### src/rtl/ahb_pkg.sv
// Shared AHB encodings and small decode helpers for the four-slave subsystem.
package ahb_pkg;

    localparam logic [1:0] HTRANS_IDLE   = 2'b00;
    localparam logic [1:0] HTRANS_BUSY   = 2'b01;
    localparam logic [1:0] HTRANS_NONSEQ = 2'b10;
    localparam logic [1:0] HTRANS_SEQ    = 2'b11;

    localparam logic HRESP_OKAY  = 1'b0;
    localparam logic HRESP_ERROR = 1'b1;

    localparam logic [1:0] SLV1 = 2'd0;
    localparam logic [1:0] SLV2 = 2'd1;
    localparam logic [1:0] SLV3 = 2'd2;
    localparam logic [1:0] SLV4 = 2'd3;

    // NONSEQ and SEQ open a data phase; IDLE and BUSY do not.
    function automatic logic trans_is_active(input logic [1:0] htrans);
        logic active;
        case (htrans)
            HTRANS_IDLE, HTRANS_BUSY:  active = 1'b0;
            HTRANS_NONSEQ, HTRANS_SEQ: active = 1'b1;
            default:                   active = 1'b0;
        endcase
        return active;
    endfunction

    // An unknown select falls to the default arm and deselects every slave.
    function automatic logic [3:0] decode_slave(input logic [1:0] sel);
        logic [3:0] onehot;
        case (sel)
            SLV1:    onehot = 4'b0001;
            SLV2:    onehot = 4'b0010;
            SLV3:    onehot = 4'b0100;
            SLV4:    onehot = 4'b1000;
            default: onehot = 4'b0000;
        endcase
        return onehot;
    endfunction

    function automatic logic resp_is_error(input logic resp);
        return (resp == HRESP_ERROR);
    endfunction

endpackage

### src/rtl/ahb_resp_mux.sv
// Data-phase return mux: routes the owning slave's data/ready/response to the master.
module ahb_resp_mux
    import ahb_pkg::*;
#(
    parameter int DATA_WIDTH = 32
) (
    input  logic [1:0]            dp_sel,
    input  logic                  dp_active,
    input  logic [DATA_WIDTH-1:0] hrdata_s1,
    input  logic [DATA_WIDTH-1:0] hrdata_s2,
    input  logic [DATA_WIDTH-1:0] hrdata_s3,
    input  logic [DATA_WIDTH-1:0] hrdata_s4,
    input  logic                  hreadyout_s1,
    input  logic                  hreadyout_s2,
    input  logic                  hreadyout_s3,
    input  logic                  hreadyout_s4,
    input  logic                  hresp_s1,
    input  logic                  hresp_s2,
    input  logic                  hresp_s3,
    input  logic                  hresp_s4,
    output logic [DATA_WIDTH-1:0] hrdata,
    output logic                  hready,
    output logic                  hresp
);

    // With no data phase in flight the bus idles as ready/OKAY and slave inputs are ignored.
    always_comb begin
        hrdata = '0;
        hready = 1'b1;
        hresp  = HRESP_OKAY;
        if (dp_active) begin
            case (dp_sel)
                SLV1: begin
                    hrdata = hrdata_s1;
                    hready = hreadyout_s1;
                    hresp  = hresp_s1;
                end
                SLV2: begin
                    hrdata = hrdata_s2;
                    hready = hreadyout_s2;
                    hresp  = hresp_s2;
                end
                SLV3: begin
                    hrdata = hrdata_s3;
                    hready = hreadyout_s3;
                    hresp  = hresp_s3;
                end
                SLV4: begin
                    hrdata = hrdata_s4;
                    hready = hreadyout_s4;
                    hresp  = hresp_s4;
                end
                default: begin
                    hrdata = '0;
                    hready = 1'b1;
                    hresp  = HRESP_OKAY;
                end
            endcase
        end else begin
            hrdata = '0;
            hready = 1'b1;
            hresp  = HRESP_OKAY;
        end
    end

endmodule

### src/rtl/ahb_decoder.sv
// Four-slave AHB decoder: combinational address-phase HSEL plus data-phase
// ownership tracking that steers the slave response mux.
module ahb_decoder
    import ahb_pkg::*;
#(
    parameter int DATA_WIDTH = 32
) (
    input  logic                  hclk,
    input  logic                  hreset,
    input  logic [1:0]            sel,
    input  logic [1:0]            htrans,
    output logic                  hsel_1,
    output logic                  hsel_2,
    output logic                  hsel_3,
    output logic                  hsel_4,
    input  logic [DATA_WIDTH-1:0] hrdata_s1,
    input  logic [DATA_WIDTH-1:0] hrdata_s2,
    input  logic [DATA_WIDTH-1:0] hrdata_s3,
    input  logic [DATA_WIDTH-1:0] hrdata_s4,
    input  logic                  hreadyout_s1,
    input  logic                  hreadyout_s2,
    input  logic                  hreadyout_s3,
    input  logic                  hreadyout_s4,
    input  logic                  hresp_s1,
    input  logic                  hresp_s2,
    input  logic                  hresp_s3,
    input  logic                  hresp_s4,
    output logic [DATA_WIDTH-1:0] hrdata,
    output logic                  hready,
    output logic                  hresp
);

    logic [3:0] hsel_vec_s;
    logic [1:0] dp_sel_r;
    logic       dp_active_r;

    // Address-phase decode, independent of clock, reset and transfer type.
    always_comb begin
        hsel_vec_s = decode_slave(sel);
    end

    assign hsel_1 = hsel_vec_s[0];
    assign hsel_2 = hsel_vec_s[1];
    assign hsel_3 = hsel_vec_s[2];
    assign hsel_4 = hsel_vec_s[3];

    // Data-phase owner advances only when the current phase completes.
    always_ff @(posedge hclk or posedge hreset) begin
        if (hreset) begin
            dp_sel_r    <= SLV1;
            dp_active_r <= 1'b0;
        end else if (hready) begin
            dp_sel_r    <= sel;
            dp_active_r <= trans_is_active(htrans);
        end else begin
            dp_sel_r    <= dp_sel_r;
            dp_active_r <= dp_active_r;
        end
    end

    ahb_resp_mux #(
        .DATA_WIDTH (DATA_WIDTH)
    ) u_resp_mux (
        .dp_sel       (dp_sel_r),
        .dp_active    (dp_active_r),
        .hrdata_s1    (hrdata_s1),
        .hrdata_s2    (hrdata_s2),
        .hrdata_s3    (hrdata_s3),
        .hrdata_s4    (hrdata_s4),
        .hreadyout_s1 (hreadyout_s1),
        .hreadyout_s2 (hreadyout_s2),
        .hreadyout_s3 (hreadyout_s3),
        .hreadyout_s4 (hreadyout_s4),
        .hresp_s1     (hresp_s1),
        .hresp_s2     (hresp_s2),
        .hresp_s3     (hresp_s3),
        .hresp_s4     (hresp_s4),
        .hrdata       (hrdata),
        .hready       (hready),
        .hresp        (hresp)
    );

endmodule

### config.mk
export PLATFORM = sky130hd
export DESIGN_NAME = ahb_decoder
export DESIGN_NICKNAME = d
export VERILOG_FILES = /design/src/rtl/ahb_pkg.sv /design/src/rtl/ahb_resp_mux.sv /design/src/rtl/ahb_decoder.sv
export SDC_FILE = /design/constraint.sdc
export NUM_CORES = 1
export LEC_CHECK = 0
export CORE_UTILIZATION = 24
export CTS_CLUSTER_SIZE = 20
export DETAILED_ROUTE_END_ITERATION = 10
export GPL_TIMING_DRIVEN = 0
export PLACE_DENSITY = 0.95
export SLEW_MARGIN = 20
export SYNTH_ARGS = -nofsm -noshare
export SYNTH_HDL_FRONTEND = slang
export SYNTH_HIERARCHICAL = 1
export SYNTH_SLANG_ARGS = --single-unit
### constraint.sdc
create_clock -name hclk -period 1.72 [get_ports hclk]
set_clock_uncertainty 0.05 [all_clocks]
set_input_delay 0.258 -clock hclk [delete_from_list [all_inputs] [get_ports hclk]]
set_output_delay 0.258 -clock hclk [all_outputs]
set_load 0.05 [all_outputs]
* Yosys cells after proc, flatten, opt, wreduce, memory -nomap -nowiden
Cells that the tools add are included.
** Operators by class
- Add/sub/neg operators :: 0
- Multiply operators :: 0
- Div/mod/pow operators :: 0
- Magnitude comparators :: 0
- Eq/ne operators :: 9
- Shift-type cells :: 0
- Mux-type cells :: 8
- Bitwise operators :: 0
- Reductions and logical operators :: 5
** Operators by type and width (number)
- 32-bit one-hot mux with 4 select lines :: 1
- 32-bit two-way mux :: 1
- 4-bit one-hot mux with 4 select lines :: 1
- 2-bit equality test (second input constant) :: 6
- 1-bit one-hot mux with 4 select lines :: 2
- 2-bit by 1-bit equality test with 1-bit output (second input constant) :: 3
- 2-bit logical NOT :: 3
- 2-bit OR reduction :: 2
- 1-bit two-way mux :: 2
- 1-bit one-hot mux with 2 select lines :: 1
** Storage, ports and cells
- Register bits :: 3
- Latch bits :: 0
- Memory bits (writable) :: 0
- Bits in read-only memories :: 0
- Bits of input ports :: 142
- Output and inout port bits :: 38
- Memories kept :: 0

* Depth between registers and ports, before layout
Gate-level depths: netlist (run 1).
- Depth in word-level cells :: 3
- Depth in mapped cells :: 5
- Depth with buffers taken out :: 3

* Cells and area by module
The synthesis (run 1) kept the hierarchy.
** By module, submodules not included
- ahb_resp_mux :: instances 1, cells each 118, area an instance 1062.3 µm²
- ahb_decoder :: instances 1, cells each 11, area an instance 135.1 µm²

* Worst setup path before layout (run 1)
OpenSTA, ideal clock, no wires.
- Path kind :: register -> output
- Start point :: register dp_sel_r[1]
- End point :: output port hrdata[0]
- Arrival :: 1.664 ns
- Required time :: 1.412 ns
- Path slack :: -0.252 ns
- Cell stages (with the launch flop) :: 6
- Path buffers :: 3
- Cells stage by stage :: dfrtp_1 > buf_6 > buf_12 > buf_12 > mux2i_1 > o22ai_1
** On the way
- Word-level cells in the longest chain between the ends :: 3
** Ends and longest elaborated chain
- from (decl) :: line ahb_decoder.sv:34 : logic [1:0] dp_sel_r;
- from (signal assigned) :: line ahb_decoder.sv:53 : dp_sel_r <= sel;
- from (signal assigned) :: line ahb_decoder.sv:56 : dp_sel_r <= dp_sel_r;
- 2-bit equality test, or another cell as far along :: line ahb_resp_mux.sv:32 : case (dp_sel)
- 32-bit one-hot mux with 4 select lines * :: line ahb_resp_mux.sv:32
- 32-bit two-way mux * :: line ahb_resp_mux.sv:31 : if (dp_active) begin
- to (decl) :: line ahb_decoder.sv:28 : output logic [DATA_WIDTH-1:0] hrdata,
Every way passes the cells marked *; elsewhere a longest branch is shown, timed or not.

* Worst setup path after layout (run 1)
- Start point :: register dp_sel_r[1]
- End point :: output port hrdata[13]
The elaborated chain is that of the path after synthesis.

==> reports/qor.csv, run 1 <==
metric,value,unit
Sequential cell area,77.6,sq um
PwrDens,858,mW/mm^2
Mapped Cells,129,
initial antenna violation count,0,
cell mode on critical path,buf_12,
fill cell count,349,
starting density of the core,25.2,%
total CTS buffers,3,
row count,25,
Yosys top cell by area,mux2i_1,
GR Util All Layers,21.4,%
cell leakage power,1.52,nW
max_slew headroom,81.3,%
unrepaired setup endpoints after global routing,yes,
number of diodes,0,
CTS Buffer Depth,2,
routed vias/inst,4.78,
Critical Path Start Type,flip-flop,
DR pass1 iterations,4,
area share of xor/xnor cells in the synthesized design,0,%
crit-path max FO,8,
Port Buf Inserts,178,
Hold Path Class,input pin to asynchronous set/reset pin,
clk_lat worst skew,0.22,ns
Ports,180,
"EDFF count, synth",0,
post-synthesis simple-gate area fraction,3.24,%
final worst-path setup slack,-0.111,ns
final period utilization,106,%
first-pass GRT wire length,8760,um
Die X,72.6,um
post-synthesis compound-gate area fraction,17.2,%
Final Wtd Congestion,0.741,
clock root cell,clkbuf_8,
Fmax,546,MHz
failing checks,negative setup slack,
r2r setup slk,0.07,ns
Worst Tran Pin Value,0.281,ns
#FFs+latches synth,3,
DRC errors left,0,
Ys Warns,6,
drt wl/cell,15.8,um
CP Data Arrival Time,1.52,ns
Die H,72.6,um
Post-synth top cells,"mux2i_1 (66), o22ai_1 (33), buf_12 (5)",
Final Hold Viols,0,
maximum vdd drop,0.771,mV
largest net degree at the start of global routing,11,
fin util,74.6,%
final setup vio count,29,
max incr delay on CP,0.43,ns
synth top area cells,"mux2i_1 (55%), o22ai_1 (17%), buf_12 (8.4%)",
largest family of logic cells by synthesized area,multiplexers,
adder and majority gate portion of the synthesized area,0,%
predominant post-synthesis flop cell,dfrtp_1,
"Req. time, crit path",1.41,ns
dpl ws,-0.671,ns
DIE AREA,0.00528,sq mm
vias in the first global route,1882,
Clock transition at path regs,0.03,ns
worst path cell trace,"buf_12, buf_12, buf_16, mux2i_1, o22ai_2, buf_6",
"count leader, synth",mux2i_1,
Synth top area share,55.2,%
htree depth,1,
core area,0.00475,sq mm
Nets,464,
worst path bufs/invs,4,
FF-to-FF Start,dp_sel_r[0]$_DFFE_PP0P_,
gr ovfl total,0,
status,finished with violations,
initial DRC count,29,
cells on worst reg2reg path,4,
share of cells above drive strength 1,34.6,%
R2R Path End,dp_sel_r[0]$_DFFE_PP0P_,
Multi-input gate area,0.00117,sq mm
syn avg cell area,9.28,sq um
type of destination of the critical path,output pin,
sequential-to-total area share from yosys stat,6.27,%
minimum clock period,1.83,ns
Mapped Nets,271,
TNS Setup,-1.54,ns
slowest CP cell,dfrtp_2,
CTS tree,yes,
Mapped Area,0.00120,sq mm
fin. max-slew vios,0,
mux share of post-synthesis cell area,59.9,%
clk sinks,3,
Post-DRT Antenna Nets,0,
"FFs w/ async S/R, synth",100,%
CP Class,flip-flop to output pin,
total wire length,6120,um
Crit. path cell count,6,
routed via count,1855,
P&R area growth vs syn,196,%
post-DP HPWL,4880,um
library cells used by synthesis,17,
"CP delay by family, top",buffers and inverters,
max cap viols,0,
-- stage by stage --
stage	total power, mW	hold slack (ns)	area [sq um]	cells
finish	3.04	0.158	3540	388
global route	3.17	0.190	3540	388
CTS	3.04	0.162	3540	390
detailed placement	2.48	0.391	3180	374
global placement	2.46	0.387	3180	374
floorplan	1.65	-0.0384	1320	129
-- placed cells by master (no fill, tap or decap), drive strengths merged --
master,instances
clkdlybuf4s15,3
mux2i,66
dlygate4sd2,2
and2,1
nand2b,2
mux2,3
inv,1
nand2,1
dfrtp,3
nor2,1
nor2b,2
clkbuf,8
mux4,1
clkdlybuf4s50,138
o22ai,33
buf,56
-- state kept, by name, summed over array words and instances (netlist names) --
signal,cells
dp_sel_r,2
dp_active_r,1
-- where the power goes --
part | internal (mW) | switching (mW) | total, mW
logic | 1.33 | 1.39 | 2.72
registers | 0.0871 | 0.0254 | 0.112
clock network | 0.158 | 0.0470 | 0.205
total | 1.58 | 1.46 | 3.04
-- kinds of logic (layout without fill, tap and decap cells) --
logic type,count (synthesis),in the layout
AO/OA/AOI/OAI,33,33
multiplexers,70,70
flip-flops,3,3
AND/OR/NAND/NOR,7,7
buffers and inverters,16,208
-- cell type report --
class                      instances  area share [%]
timing repair buffer             191            55.3
multi-input combinational        110            33.0
buffer                            12            5.75
tap                               67            2.36
sequential                         3            2.19
clock buffer                       4            1.27
inverter                           1           0.106
-- routing by layer --
layer / GRT usage, % / up-vias / part of all wire (%)
met3: 4.97 / 6 / 9.5
met4: 5.23 / 0 / 1.1
met5: 0 / - / 0
li1: - / 898 / -
met1: 21.9 / 846 / 36
met2: 43.2 / 105 / 53
-- how the worst max path moves through the flow --
stage,endpoint,slack [ns],from
after floorplan,hrdata[17],-0.25,dp_sel_r[1]$_DFFE_PP0P_
after global placement,hready,-0.67,hreadyout_s3
after detailed placement,hready,-0.67,hreadyout_s3
after CTS,hrdata[9],-0.14,dp_sel_r[1]$_DFFE_PP0P_
after global routing,hrdata[18],-0.17,dp_sel_r[1]$_DFFE_PP0P_
final,hrdata[13],-0.11,dp_sel_r[1]$_DFFE_PP0P_
-- repair_timing --
action | CTS | global route
cloned | 4 | 0
setup endpoints to repair | 38 | 35
pin swaps | 17 | 10
hold buffers | 0 | 0
resized for setup | 273 | 20
setup buffers | 10 | 1
Note: power is estimated with default switching activity, not from simulation.
==> inputs of run 2 (changes only) <==
--- a/config.mk
+++ b/config.mk
@@ -9,7 +9,8 @@
 export CTS_CLUSTER_SIZE = 20
 export DETAILED_ROUTE_END_ITERATION = 10
 export GPL_TIMING_DRIVEN = 0
-export PLACE_DENSITY = 0.95
+export PLACE_DENSITY = 0.87
+export SKIP_CTS_REPAIR_TIMING = 1
 export SLEW_MARGIN = 20
 export SYNTH_ARGS = -nofsm -noshare
 export SYNTH_HDL_FRONTEND = slang
==> reports/qor.csv, run 2 (same netlist as run 1, synthesis figures left out) <==
metric,value,unit
DIE AREA,0.00528,sq mm
max_slew headroom,66.2,%
routed via count,1842,
Die H,72.6,um
slowest CP cell,dfrtp_1,
total wire length,6320,um
first-pass GRT wire length,8510,um
row count,25,
Port Buf Inserts,178,
P&R area growth vs syn,197,%
routed vias/inst,4.74,
CTS tree,yes,
TNS Setup,-3.84,ns
"Req. time, crit path",1.41,ns
CP Class,flip-flop to output pin,
final setup vio count,34,
CP Data Arrival Time,1.59,ns
Hold Path Class,input pin to asynchronous set/reset pin,
crit-path max FO,5,
Fmax,526,MHz
status,finished with violations,
Critical Path Start Type,flip-flop,
final period utilization,111,%
starting density of the core,25.2,%
clk_lat worst skew,0.21,ns
CTS Buffer Depth,2,
Die X,72.6,um
vias in the first global route,1799,
worst path bufs/invs,5,
Nets,465,
largest reg by FF count,dp_sel_r,
share of cells above drive strength 1,33.2,%
gr ovfl total,0,
failing checks,negative setup slack,
final worst-path setup slack,-0.181,ns
initial DRC count,28,
type of destination of the critical path,output pin,
post-placement cell area,0.00318,sq mm
worst path cell trace,"buf_6, buf_12, buf_8, buf_12, mux2i_1, o22ai_1, buf_4",
minimum clock period,1.90,ns
initial antenna violation count,0,
PwrDens,855,mW/mm^2
"Design Area, Final",0.00355,sq mm
unrepaired setup endpoints after global routing,yes,
fill cell count,357,
"CP delay by family, top",buffers and inverters,
number of diodes,0,
DR pass1 iterations,4,
drt wl/cell,16.2,um
cell mode on critical path,buf_12,
clk sinks,3,
DRC errors left,0,
GR Util All Layers,20.5,%
Worst Tran Pin Value,0.506,ns
most frequent cells in the layout,"clkdlybuf4s50_1 (140), mux2i_1 (50), buf_6 (23)",
htree depth,1,
top flop regs,"dp_sel_r: 2 flops, dp_active_r: 1 flops",
Ports,180,
Final Wtd Congestion,0.702,
post-DP HPWL,4950,um
Clock transition at path regs,0.03,ns
total CTS buffers,3,
Post-DRT Antenna Nets,0,
"commonest non-fill, non-tap cell in the layout",clkdlybuf4s50_1,
fin. max-slew vios,0,
clock root cell,clkbuf_8,
max incr delay on CP,0.37,ns
largest net degree at the start of global routing,11,
core area,0.00475,sq mm
max cap viols,0,
maximum vdd drop,0.680,mV
cell leakage power,1.55,nW
max FFs per register,2,
Final Hold Viols,0,
-- run 2: cell types whose count changed in the layout (fill, tap and decap cells not counted), moves of 2 or more --
cell	change
clkbuf_16	+2
clkbuf_2	+2
clkbuf_4	+3
dlymetal6s2s_1	+3
mux2i_4	+4
clkdlybuf4s50_1	+2
buf_16	-2
dlygate4sd2_1	-2
clkdlybuf4s15_2	-3
buf_8	-3
mux2i_2	-4
-- run 2: area by class of cell --
cell class              count  area [sq um]  share of cell area (%)
repair buffers            191          1980                    55.7
well taps                  67          83.8                    2.36
inverters                   1          3.75                   0.106
clock buffers               4          45.0                    1.27
plain buffers              13           171                    4.83
multi-input cells         110          1190                    33.6
flip-flops and latches      3          76.3                    2.15
-- run 2: stage by stage --
step,hold slack [ns],util (%),worst slack [ns],power [mW],cells
5_1_grt,0.175,74.7,-0.277,3.16,389
2_1_floorplan,-0.0384,-,-0.252,1.65,129
6_report,0.165,74.7,-0.181,3.04,389
3_5_place_dp,0.389,67.0,-0.671,2.48,374
3_3_place_gp,0.384,67.0,-0.672,2.47,374
4_1_cts,0.163,67.9,-0.905,2.70,378
-- run 2: path summary, 6_finish.rpt --
check | startpoint | endpoint | slack, ns | cells after the start
setup / recovery | dp_sel_r[1]$_DFFE_PP0P_ | hrdata[6] | -0.18 | 7
hold / removal | hreset | dp_sel_r[0]$_DFFE_PP0P_ | 0.17 | 2
setup reg to reg | dp_sel_r[0]$_DFFE_PP0P_ | dp_active_r$_DFFE_PP0P_ | 0.04 | 4
hold reg to reg | dp_sel_r[1]$_DFFE_PP0P_ | dp_sel_r[1]$_DFFE_PP0P_ | 0.48 | 1
max in group asynchronous | hreset | dp_active_r$_DFFE_PP0P_ | 1.31 | 2
min in group hclk | dp_sel_r[1]$_DFFE_PP0P_ | dp_sel_r[1]$_DFFE_PP0P_ | 0.48 | 1
-- run 2: where the power goes --
group / switching (mW) / total [mW] / internal (mW)
combinational: 1.41 / 2.73 / 1.32
sequential: 0.0206 / 0.107 / 0.0861
clock: 0.0437 / 0.201 / 0.158
total: 1.48 / 3.04 / 1.56
-- run 2: routing by layer --
metal  part of all wire [%]  global-route usage [%]  vias up
li1                       -                       -      902
met1                     38                    22.2      836
met5                      0                       0        -
met3                    9.0                    5.25        2
met4                   0.36                    3.05        0
met2                     53                    40.2      102
==> inputs of run 3 (changes only) <==
--- a/config.mk
+++ b/config.mk
@@ -10,6 +10,7 @@
 export DETAILED_ROUTE_END_ITERATION = 10
 export GPL_TIMING_DRIVEN = 0
 export PLACE_DENSITY = 0.87
+export REMOVE_ABC_BUFFERS = 1
 export SKIP_CTS_REPAIR_TIMING = 1
 export SLEW_MARGIN = 20
 export SYNTH_ARGS = -nofsm -noshare
==> reports/qor.csv, run 3 (same netlist as run 1, synthesis figures left out) <==
metric,value,unit
status,finished with violations,
failing checks,negative setup slack,
highest routed layer,met4,
Hold Path Class,input pin to asynchronous set/reset pin,
DR pass1 iterations,4,
max FFs per register,2,
"Req. time, crit path",1.41,ns
cell leakage power,1.51,nW
initial antenna violation count,0,
Ports,180,
Die X,72.6,um
minimum clock period,1.92,ns
starting density of the core,25.2,%
routed via count,1844,
DRT met1 WL,2250,um
Final Wtd Congestion,0.670,
vias in the first global route,1641,
CTS tree,yes,
dpl ws,-0.808,ns
CP Data Arrival Time,1.61,ns
met2 wire len,3300,um
routed length on met3,548,um
"commonest non-fill, non-tap cell in the layout",clkdlybuf4s50_1,
fin. max-slew vios,0,
TNS Setup,-4.58,ns
most frequent cells in the layout,"clkdlybuf4s50_1 (140), mux2i_1 (65), buf_4 (35)",
Port Buf Inserts,178,
Nets,462,
GR Util All Layers,17.6,%
Critical Path Start Type,flip-flop,
max_slew headroom,64.6,%
Fmax,520,MHz
row count,25,
htree depth,1,
largest reg by FF count,dp_sel_r,
core area,0.00475,sq mm
type of destination of the critical path,output pin,
fill cell count,383,
DIE AREA,0.00528,sq mm
top flop regs,"dp_sel_r: 2 flops, dp_active_r: 1 flops",
post-DP HPWL,3990,um
maximum vdd drop,0.654,mV
DRC errors left,0,
Final Hold Viols,0,
final worst-path setup slack,-0.202,ns
total CTS buffers,3,
clk sinks,3,
final setup vio count,34,
PwrDens,853,mW/mm^2
max cap viols,0,
cells on worst reg2reg path,5,
clock root cell,clkbuf_8,
Clock transition at path regs,0.03,ns
Post-DRT Antenna Nets,0,
clk_lat worst skew,0.23,ns
total wire length,6170,um
first-pass GRT wire length,7330,um
routed vias/inst,4.78,
crit-path max FO,5,
gr ovfl total,0,
share of cells above drive strength 1,22.9,%
drt wl/cell,16.0,um
P&R area growth vs syn,175,%
Die H,72.6,um
CTS Buffer Depth,2,
initial DRC count,29,
final period utilization,112,%
post-placement cell area,0.00294,sq mm
unrepaired setup endpoints after global routing,yes,
Min Hold Slack,0.148,ns
CP Class,flip-flop to output pin,
Worst Tran Pin Value,0.530,ns
number of diodes,0,
fin util,69.2,%
largest net degree at the start of global routing,41,
"Design Area, Final",0.00329,sq mm
run 3: changes by cell type in the layout (fill, tap and decap cells not counted), moves of 2 or more:
cell      delta
mux2i_4      -4
buf_6       -15
o22ai_1     +18
mux2i_2     -11
buf_12       -3
mux2i_1     +15
buf_4       +16
o22ai_2     -18
dfrtp_1      -2
clkbuf_4     -2
clkbuf_2     -2
run 3: per-layer routing:
metal,GRT usage [%],vias to the layer above
li1,-,896
met1,17.7,840
met2,35.2,102
met3,4.70,6
met4,4.14,0
met5,0,-
run 3: path summary, 6_finish.rpt:
kind / slack (ns) / end / from
max reg2reg: 0.02 / dp_active_r$_DFFE_PP0P_ / dp_sel_r[1]$_DFFE_PP0P_
min reg2reg: 0.58 / dp_sel_r[0]$_DFFE_PP0P_ / dp_sel_r[0]$_DFFE_PP0P_
min in group hclk: 0.58 / dp_sel_r[0]$_DFFE_PP0P_ / dp_sel_r[0]$_DFFE_PP0P_
max: -0.20 / hrdata[3] / dp_sel_r[1]$_DFFE_PP0P_
max in group asynchronous: 1.32 / dp_active_r$_DFFE_PP0P_ / hreset
min: 0.15 / dp_sel_r[1]$_DFFE_PP0P_ / hreset
run 3: metrics by stage:
step	power, mW	std cells
6_report	2.80	386
5_1_grt	2.92	386
4_1_cts	2.44	364
3_5_place_dp	2.23	360
3_3_place_gp	2.26	359
2_1_floorplan	1.46	114
run 3: critical path, cell delays in order, from the launching register on:
cell	delay [ns]
dfrtp_4	0.51
clkbuf_16	0.19
clkbuf_16	0.16
mux2i_1	0.13
o22ai_1	0.17
buf_4	0.23
run 3: cell type report:
| class | instances | area [sq um] | share of cell area [%] |
|---|---|---|---|
| inverter | 1 | 3.75 | 0.114 |
| clock buffer | 4 | 45.0 | 1.37 |
| timing repair buffer | 200 | 2060 | 62.6 |
| sequential | 3 | 81.3 | 2.47 |
| multi-input combinational | 111 | 1020 | 30.9 |
| tap | 67 | 83.8 | 2.55 |
run 3: where the power goes:
part	leakage (nW)	switching, mW	internal (mW)	total [mW]
clock network	0.0228	0.0568	0.159	0.216
logic	1.46	1.31	1.15	2.46
registers	0.0321	0.0419	0.0900	0.132
